===== src/rtl/objects_layer_mux.sv =====
// objects_layer_mux: final pixel compositor for the VGA object bitmaps.
// Picks the highest-priority layer that requests drawing and registers it
// toward the VGA controller. It also gathers player/wall, player/enemy and
// bomb/brick overlaps over a frame and reports them as one-cycle pulses at
// the next frame start, with a saturating count of frames that collided.
// Optional feature: define COLLISION_TINT_EN to paint overlapping pixels
// (player on wall or player on enemy) with COLL_TINT_RGB.
module objects_layer_mux #(
    parameter logic [7:0] BACKGROUND_RGB = 8'h00,
    parameter logic [7:0] COLL_TINT_RGB  = 8'hE0,
    parameter int         CNT_W          = 8
) (
    input  logic             clk,
    input  logic             resetN,
    input  logic             startOfFrame,
    input  logic             playerDR,
    input  logic [7:0]       playerRGB,
    input  logic             bombDR,
    input  logic [7:0]       bombRGB,
    input  logic             enemyDR,
    input  logic [7:0]       enemyRGB,
    input  logic             columnsDR,
    input  logic [7:0]       columnsRGB,
    input  logic             bricksDR,
    input  logic [7:0]       bricksRGB,
    output logic [7:0]       RGBOut,
    output logic             collPlayerWall,
    output logic             collPlayerEnemy,
    output logic             collBombBrick,
    output logic [CNT_W-1:0] collFrameCount
);

`ifdef COLLISION_TINT_EN
    localparam bit TINT_EN = 1'b1;
`else
    localparam bit TINT_EN = 1'b0;
`endif

    localparam logic [CNT_W-1:0] CNT_MAX = '1;

    logic       wall_hit;
    logic       enemy_hit;
    logic       brick_hit;
    logic [7:0] prio_rgb;
    logic [7:0] next_rgb;
    logic       sticky_wall;
    logic       sticky_enemy;
    logic       sticky_brick;
    logic       any_pulse;

    assign wall_hit  = playerDR & (columnsDR | bricksDR);
    assign enemy_hit = playerDR & enemyDR;
    assign brick_hit = bombDR & bricksDR;

    // A pulse fires at a frame boundary whenever anything stuck during the frame
    assign any_pulse = sticky_wall | sticky_enemy | sticky_brick;

    // Fixed layer priority: player, bomb, enemy, columns, bricks, background
    always_comb begin
        prio_rgb = BACKGROUND_RGB;
        if (playerDR)
            prio_rgb = playerRGB;
        else if (bombDR)
            prio_rgb = bombRGB;
        else if (enemyDR)
            prio_rgb = enemyRGB;
        else if (columnsDR)
            prio_rgb = columnsRGB;
        else if (bricksDR)
            prio_rgb = bricksRGB;
    end

    // Tint overrides the priority result only when the feature is compiled in
    always_comb begin
        next_rgb = prio_rgb;
        if (TINT_EN && (wall_hit || enemy_hit))
            next_rgb = COLL_TINT_RGB;
    end

    // Output pixel register, updated every clock
    always_ff @(posedge clk or negedge resetN) begin
        if (!resetN)
            RGBOut <= 8'h00;
        else
            RGBOut <= next_rgb;
    end

    // Sticky overlap flags; a hit on the boundary cycle starts the new frame
    always_ff @(posedge clk or negedge resetN) begin
        if (!resetN) begin
            sticky_wall  <= 1'b0;
            sticky_enemy <= 1'b0;
            sticky_brick <= 1'b0;
        end else if (startOfFrame) begin
            sticky_wall  <= wall_hit;
            sticky_enemy <= enemy_hit;
            sticky_brick <= brick_hit;
        end else begin
            sticky_wall  <= sticky_wall  | wall_hit;
            sticky_enemy <= sticky_enemy | enemy_hit;
            sticky_brick <= sticky_brick | brick_hit;
        end
    end

    // Publish last frame's flags as single-cycle pulses after startOfFrame
    always_ff @(posedge clk or negedge resetN) begin
        if (!resetN) begin
            collPlayerWall  <= 1'b0;
            collPlayerEnemy <= 1'b0;
            collBombBrick   <= 1'b0;
        end else if (startOfFrame) begin
            collPlayerWall  <= sticky_wall;
            collPlayerEnemy <= sticky_enemy;
            collBombBrick   <= sticky_brick;
        end else begin
            collPlayerWall  <= 1'b0;
            collPlayerEnemy <= 1'b0;
            collBombBrick   <= 1'b0;
        end
    end

    // Saturating count of frames that produced at least one collision pulse
    always_ff @(posedge clk or negedge resetN) begin
        if (!resetN)
            collFrameCount <= '0;
        else if (startOfFrame && any_pulse && (collFrameCount != CNT_MAX))
            collFrameCount <= collFrameCount + 1'b1;
    end

endmodule

===== config.mk =====
export PLATFORM = sky130hd
export DESIGN_NAME = objects_layer_mux
export DESIGN_NICKNAME = d
export VERILOG_FILES = /design/src/rtl/objects_layer_mux.sv
export SDC_FILE = /design/constraint.sdc
export NUM_CORES = 1
export LEC_CHECK = 0
export ABC_AREA = 0
export BUFFER_PORTS_ARGS = -buffer_cell sky130_fd_sc_hd__buf_2
export CORE_MARGIN = 5
export CORE_UTILIZATION = 40
export CTS_CLUSTER_SIZE = 8
export DETAILED_ROUTE_END_ITERATION = 8
export MAX_ROUTING_LAYER = met4
export PLACE_DENSITY = 0.84
export SETUP_SLACK_MARGIN = 0.15
export SLEW_MARGIN = 25
export SYNTH_ARGS = -nofsm -noshare
export SYNTH_HDL_FRONTEND = slang
export SYNTH_SLANG_ARGS = --single-unit
export TNS_END_PERCENT = 100

===== constraint.sdc =====
create_clock -name clk -period 2 [get_ports clk]
set_input_delay 0.3 -clock clk [delete_from_list [all_inputs] [get_ports clk]]
set_output_delay 0.3 -clock clk [all_outputs]
set_load 0.02 [all_outputs]

==> results of run 1 <==
-- flip-flops by register name, summed over array words and instances (netlist names) --
name and count:
sticky_wall 1, sticky_enemy 1, collFrameCount 8, sticky_brick 1, RGBOut 8, collBombBrick 1
collPlayerWall 1, collPlayerEnemy 1
-- synth_stat cells, drive strengths merged, types with 3 or more instances --
library cell,count
a21oi,25
dfrtp,22
inv,11
a221o,8
nand3b,8
nor2b,8
nand2,5
buf,4
o21ai,4
and2,3
clkbuf,3
-- per-layer routing --
layer,routed length (um),global-route usage,vias up
li1,-,-,573
met1,1360,0.198,537
met2,1320,0.243,53
met3,258,0.0260,2
met4,6,0.0389,0
met5,0,-,-
-- worst max path at each step --
stage | from | to | slack [ps] | depth (start not counted)
after floorplan | collFrameCount[0] | collFrameCount[1] | 450 | 4
after global placement | collFrameCount[0] | collFrameCount[5] | 490 | 4
after detailed placement | collFrameCount[0] | collFrameCount[5] | 440 | 4
after CTS | collFrameCount[0] | collFrameCount[5] | 420 | 4
after global routing | collFrameCount[0] | collFrameCount[5] | 320 | 4
final | collFrameCount[0] | collFrameCount[5] | 410 | 4
-- where the power goes --
part	switching [mW]	total, mW	internal [mW]	leakage [nW]
registers	0.0894	0.621	0.532	0.266
clock network	0.121	0.232	0.111	0.0210
logic	0.270	0.466	0.197	0.515
total	0.480	1.32	0.839	0.802
-- through the flow --
stage,area [um2],std cells
after global placement,1550,216
after global routing,1590,221
final,1590,221
after CTS,1590,221
after detailed placement,1550,216
after floorplan,1210,124
-- critical path: stages (launching register included) --
cell and delay (ps):
dfrtp_1 430, ha_1 240, and3_1 240, a2111oi_0 440, mux2i_1 130
-- kinds of logic (layout without fill, tap and decap cells) --
| kind of cell | after synthesis | count (layout) | synth area share |
|---|---|---|---|
| compound gates | 45 | 45 | 0.248 |
| xor+xnor | 3 | 3 | 0.0217 |
| fa+ha+maj | 1 | 1 | 0.0103 |
| buf+inv | 18 | 82 | 0.0640 |
| flops | 22 | 22 | 0.455 |
| mux | 4 | 4 | 0.0351 |
| simple gates | 31 | 31 | 0.166 |
-- layout make-up --
cell class	count	area (um2)	share of cell area
clock buffer	4	36.3	0.0228
inverter	11	41.3	0.0259
multi-input combinational	84	583	0.366
sequential	22	551	0.346
tap	33	41.3	0.0259
timing repair buffer	67	340	0.214
==> summary.md, run 1 <==
| Metric | Value |
|---|---|
| Status | `finished clean` |
| Detailed-placement wirelength estimate | `2.31 mm` |
| Routed length per instance | `roughly 13 um` |
| Clk Latency, worst-skew pair | `290 ps` |
| Global route overflow | `0` |
| Power per Cell Area | `828 nW/um2` |
| Clock Path Buffers | `2` |
| Clock Tree Root | `clkbuf_4` |
| Final TNS setup | `0 ps` |
| Hold_buf cts | `1` |
| Final setup violation count | `0` |
| Syn Nets | `~170` |
| Slew Limit Fails | `0` |
| Cells after Synth | `roughly 120` |
| Post-synth top area cell | `dfrtp_1` |
| Final number of hold-violating endpoints | `0` |
| Rows | `20` |
| Worst setup margin | `around 410 ps` |
| I/O pins | `67` |
| Hold Crit Class | `in2reg` |
| Area delta synth->final | `31.5%` |
| DP Worst Slack | `440 ps` |
| Crit path time final | `approximately 1600 ps` |
| WHS | `around 250 ps` |
| Worst-Margin Slew | `around 470 ps` |
| Hold endpoint | `RGBOut[5]` |
| Reg2reg path depth | `4` |
| RSZ-0062 raised after global routing | `no` |
| All-Layer GR Usage | `0.151` |
| Mapped Area | `about 1200 um2` |
| CP max FO | `4` |
| DIE WIDTH | `65.0 um` |
| Tcrit/Tclk final | `0.797` |
| Port bufs | `between 60 and 70` |
| CP Class | `reg2reg` |
| First-pass GRT wire length | `between 4 and 5 mm` |
| Worst reg2reg setup slack | `410 ps` |
| Hold path cells | `3` |
| CTS tree | `yes` |
| Drt first-iter violations | `56` |
| Arr. time, crit path | `1760 ps` |
| Top-area cell type share of the netlist area | `0.455` |
| Min-delay src | `playerRGB[5]` |
| Core area | `approximately 3000 um2` |
| Post-synth ARST share | `1.00` |
| Number of enable flip-flop cells after synthesis | `0` |
| Initial Util | `0.407` |
| H-tree Lvls | `1` |
| Unique masters post-synth | `32` |
| Core Util, Final | `0.535` |
| Commonest non-fill, non-tap cell in the layout | `buf_2` |
| Max_cap viols | `0` |
| RR Endpoint | `collFrameCount[5]` |
| Clock Skews | `around 1.2 ps` |
| Global placement routability congestion | `roughly 0.80` |
| Leak pwr | `0.802 nW` |
| Most frequent cells in the layout | `66 x buf_2, 25 x a21oi_1, 22 x dfrtp_1, 11 x inv_1` |
| Syn. warnings | `0` |
| Peak supply drop | `roughly 320 uV` |
| Initial antenna violation count | `0` |
| Flops & latches, synth | `22` |
| Max_slew headroom | `0.687` |
| Sequential-to-total area share from yosys stat | `0.455` |
| Top cells by area, synth | `dfrtp_1 45%, a21oi_1 10%, a221o_1 6.6%` |
| CTS Sinks | `22` |
| Fill count | `between 200 and 300` |
| Required time of the critical path | `~2200 ps` |
| Layout cells sized above 1 | `0.394` |
| Most used DFF post-synth | `dfrtp_1` |
| Synthesized area per cell | `between 9 and 10 um2` |
| Post-CTS setup buffer count | `0` |
| Number of global-route vias before repair | `about 1,200` |
| Worst r2r src | `collFrameCount[0]` |
| Remaining routing DRC violations | `0` |
| Routed Wire Length | `around 2.9 mm` |
| Die height | `about 65 um` |
| Die area | `4230 um2` |
| Antenna cells | `0` |
| Drt pass-1 iters | `4` |
| Final Total Pwr | `around 1.3 mW` |
| Detail Route Antenna Nets | `0` |
| Final net count | `~240` |
| Post-CTS sizing | `0` |
| Peak Freq | `about 0.63 GHz` |
| Vias per cell | `roughly 5.3` |
| CP Launch Type | `register` |
| Clk slew on worst S/H paths | `around 110 ps` |
| Largest net degree at the start of global routing | `23` |
| Num CTS Buffers | `3` |
| Crit. End Element | `register` |
| Vias | `around 1,200` |
No activity file was read; power rests on OpenSTA's default activity.
==> run 2, diff against run 1 <==
--- a/config.mk
+++ b/config.mk
@@ -8,11 +8,11 @@
 export ABC_AREA = 0
 export BUFFER_PORTS_ARGS = -buffer_cell sky130_fd_sc_hd__buf_2
 export CORE_MARGIN = 5
-export CORE_UTILIZATION = 40
+export CORE_UTILIZATION = 39
 export CTS_CLUSTER_SIZE = 8
 export DETAILED_ROUTE_END_ITERATION = 8
 export MAX_ROUTING_LAYER = met4
-export PLACE_DENSITY = 0.84
+export PLACE_DENSITY = 0.86
 export SETUP_SLACK_MARGIN = 0.15
 export SLEW_MARGIN = 25
 export SYNTH_ARGS = -nofsm -noshare
==> constraint.sdc (replaced) <==
create_clock -name clk -period 1.3 [get_ports clk]
set_input_delay 0.195 -clock clk [delete_from_list [all_inputs] [get_ports clk]]
set_output_delay 0.195 -clock clk [all_outputs]
set_load 0.02 [all_outputs]
==> run 2 against run 1 <==
The run now ends with negative setup slack left. Critical path depth unchanged. Via count increased by 9.7%. Cell count increased by 16%. Flip-flop and latch count unchanged. Wire length increased by 18%. Total power increased by 110%. Final area increased by 23%. Die area increased by 2.2%. Fmax increased by 13%. Sequential share of layout area decreased by 6.1 points.
==> summary.md, run 2 (synthesis gave the netlist of run 1 again) <==
| Metric | Value |
|---|---|
| Status | `complete, but fails checks` |
| Failing checks | `negative setup slack` |
| Worst setup margin | `-113 ps (-518 ps)` |
| All-Layer GR Usage | `0.166 (+0.0150)` |
| Core area | `3030 um2 (+1.7%)` |
| Crit path launch | `collFrameCount[1]` |
| Drt first-iter violations | `50 (-11%)` |
| Final Instance Area | `1970 um2 (+23%)` |
| Die area | `4320 um2 (+2.2%)` |
| Detail Route Antenna Nets | `0 (unchanged)` |
| Layout cells sized above 1 | `0.538 (+0.144)` |
| First-pass GRT wire length | `5.44 mm (+9.1%)` |
| Rows | `20 (unchanged)` |
| RSZ-0062 raised after global routing | `yes` |
| Drt pass-1 iters | `4 (unchanged)` |
| Tcrit/Tclk final | `1.09 (+0.289)` |
| CP Class | `reg2reg` |
| Initial Util | `0.400 (-0.00672)` |
| Clk slew on worst S/H paths | `110 ps (about the same)` |
| Required time of the critical path | `1500 ps (-670 ps)` |
| Area delta synth->final | `62.4%` |
| Routed Wire Length | `3.49 mm (+18%)` |
| Routed length per instance | `13.6 um (+2.2%)` |
| CP max FO | `4 (unchanged)` |
| Initial antenna violation count | `0 (unchanged)` |
| Peak supply drop | `572 uV (+79%)` |
| Crit. End Element | `register` |
| Global placement routability congestion | `0.793 (-0.34%)` |
| Arr. time, crit path | `1610 ps (-150 ps)` |
| Crit path time final | `1410 ps (-182 ps)` |
| Max_cap viols | `0 (unchanged)` |
| Worst path cell trace | `ha_4 > and3_4 > a21o_1 > mux2_4` |
| CTS tree | `yes` |
| Worst path max stage delay | `450 ps (about the same)` |
| Largest regs | `RGBOut (8), collFrameCount (8)` |
| Port bufs | `66 (unchanged)` |
| DP Worst Slack | `-96.2 ps (-536 ps)` |
| H-tree Lvls | `1 (unchanged)` |
| Crit-path slowest cell | `dfrtp_2` |
| Worst-Margin Slew | `486 ps (+19.1 ps)` |
| Most frequent cells in the layout | `59 x buf_2, 24 x a21oi_1, 15 x dfrtp_1, 15 x buf_6, 15 x buf_4` |
| Leak pwr | `0.944 nW (+18%)` |
| Remaining routing DRC violations | `0 (unchanged)` |
| Num CTS Buffers | `3 (unchanged)` |
| Power per Cell Area | `1420 nW/um2 (+72%)` |
| DIE WIDTH | `65.7 um (+1.1%)` |
| Area after DPL | `1680 um2 (+8.4%)` |
| Final net count | `262 (+10%)` |
| Largest net degree at the start of global routing | `23 (unchanged)` |
| Clock Skews | `8.12 ps (+6.90 ps)` |
| Clk Latency, worst-skew pair | `300 ps (about the same)` |
| Clock Path Buffers | `2 (unchanged)` |
| Slew Limit Fails | `0 (unchanged)` |
| I/O pins | `67 (unchanged)` |
| Clock Tree Root | `clkbuf_4` |
| WHS | `138 ps (-108 ps)` |
| Detailed-placement wirelength estimate | `2.37 mm (+2.5%)` |
| Global route overflow | `0 (unchanged)` |
| Hold Crit Class | `in2reg` |
| Final setup violation count | `7 (+7)` |
| Min-delay src | `playerRGB[3]` |
| Core Util, Final | `0.650 (+0.115)` |
| CTS Sinks | `22 (unchanged)` |
| Vias | `1,278 (+9.7%)` |
| Worst r2r src | `collFrameCount[1]` |
| Final number of hold-violating endpoints | `0 (unchanged)` |
| Commonest non-fill, non-tap cell in the layout | `buf_2` |
| Number of global-route vias before repair | `1,266 (+7.9%)` |
| CP Launch Type | `register` |
| Max_slew headroom | `0.676 (-0.0109)` |
| Vias per cell | `4.99 (-5.3%)` |
| Peak Freq | `0.708 GHz (+13%)` |
| Antenna cells | `0 (unchanged)` |
| Die height | `65.7 um (+1.1%)` |
-- run 2: per-stage QoR --
stage / TNS (ps) / power, mW / cells
final: -308 / 2.80 / 256
after global routing: -754 / 2.98 / 256
after CTS: -266 / 2.59 / 252
after detailed placement: -274 / 1.90 / 236
after global placement: -135 / 1.87 / 236
after floorplan: -249 / 1.49 / 124
-- run 2: worst paths after layout --
path / cells after the start / slack [ps] / to
worst min-delay path: 3 / 140 / RGBOut[3]
worst max register to register: 4 / -110 / collFrameCount[1]
max in group asynchronous: 2 / 560 / sticky_brick
min in group asynchronous: 2 / 370 / collFrameCount[5]
worst max-delay path: 4 / -110 / collFrameCount[1]
worst min register to register: 2 / 630 / sticky_enemy
-- run 2: layout make-up --
type / instances / area [um2]
flip-flops and latches: 22 / 559
repair buffers: 91 / 607
fillers: 266 / 1060
multi-input cells: 84 / 678
clock buffers: 4 / 26.3
well taps: 44 / 55.1
inverters: 11 / 41.3
-- run 2: report_power, final --
| group | total, mW | switching (mW) | internal, mW | leakage, nW |
|---|---|---|---|---|
| sequential | 0.992 | 0.158 | 0.833 | 0.258 |
| combinational | 1.50 | 0.645 | 0.858 | 0.671 |
| clock | 0.302 | 0.183 | 0.120 | 0.0150 |
| total | 2.80 | 0.986 | 1.81 | 0.944 |
-- run 2: critical path, delay by kind of cell, from the launching register on --
kind	cells	cell delay, ps
mux	1	300
simple gates	1	200
fa+ha+maj	1	180
compound gates	1	180
flops	1	450
-- run 2: timing repair --
item | in CTS | in global routing
gates resized for setup | 24 | 8
hold endpoints to repair | 22 | 0
buffers inserted | 11 | 4
gates cloned | 0 | 0
pin swaps | 4 | 2
hold buffers | 1 | 0
endpoints found under the setup margin | 13 | 16
-- run 2: layer usage --
layer / part of all wire / track usage / vias to the layer above
li1: - / - / 624
met1: 0.40 / 0.186 / 594
met2: 0.52 / 0.293 / 56
met4: 0.012 / 0.0622 / 0
met3: 0.070 / 0.0291 / 4
met5: 0 / - / -
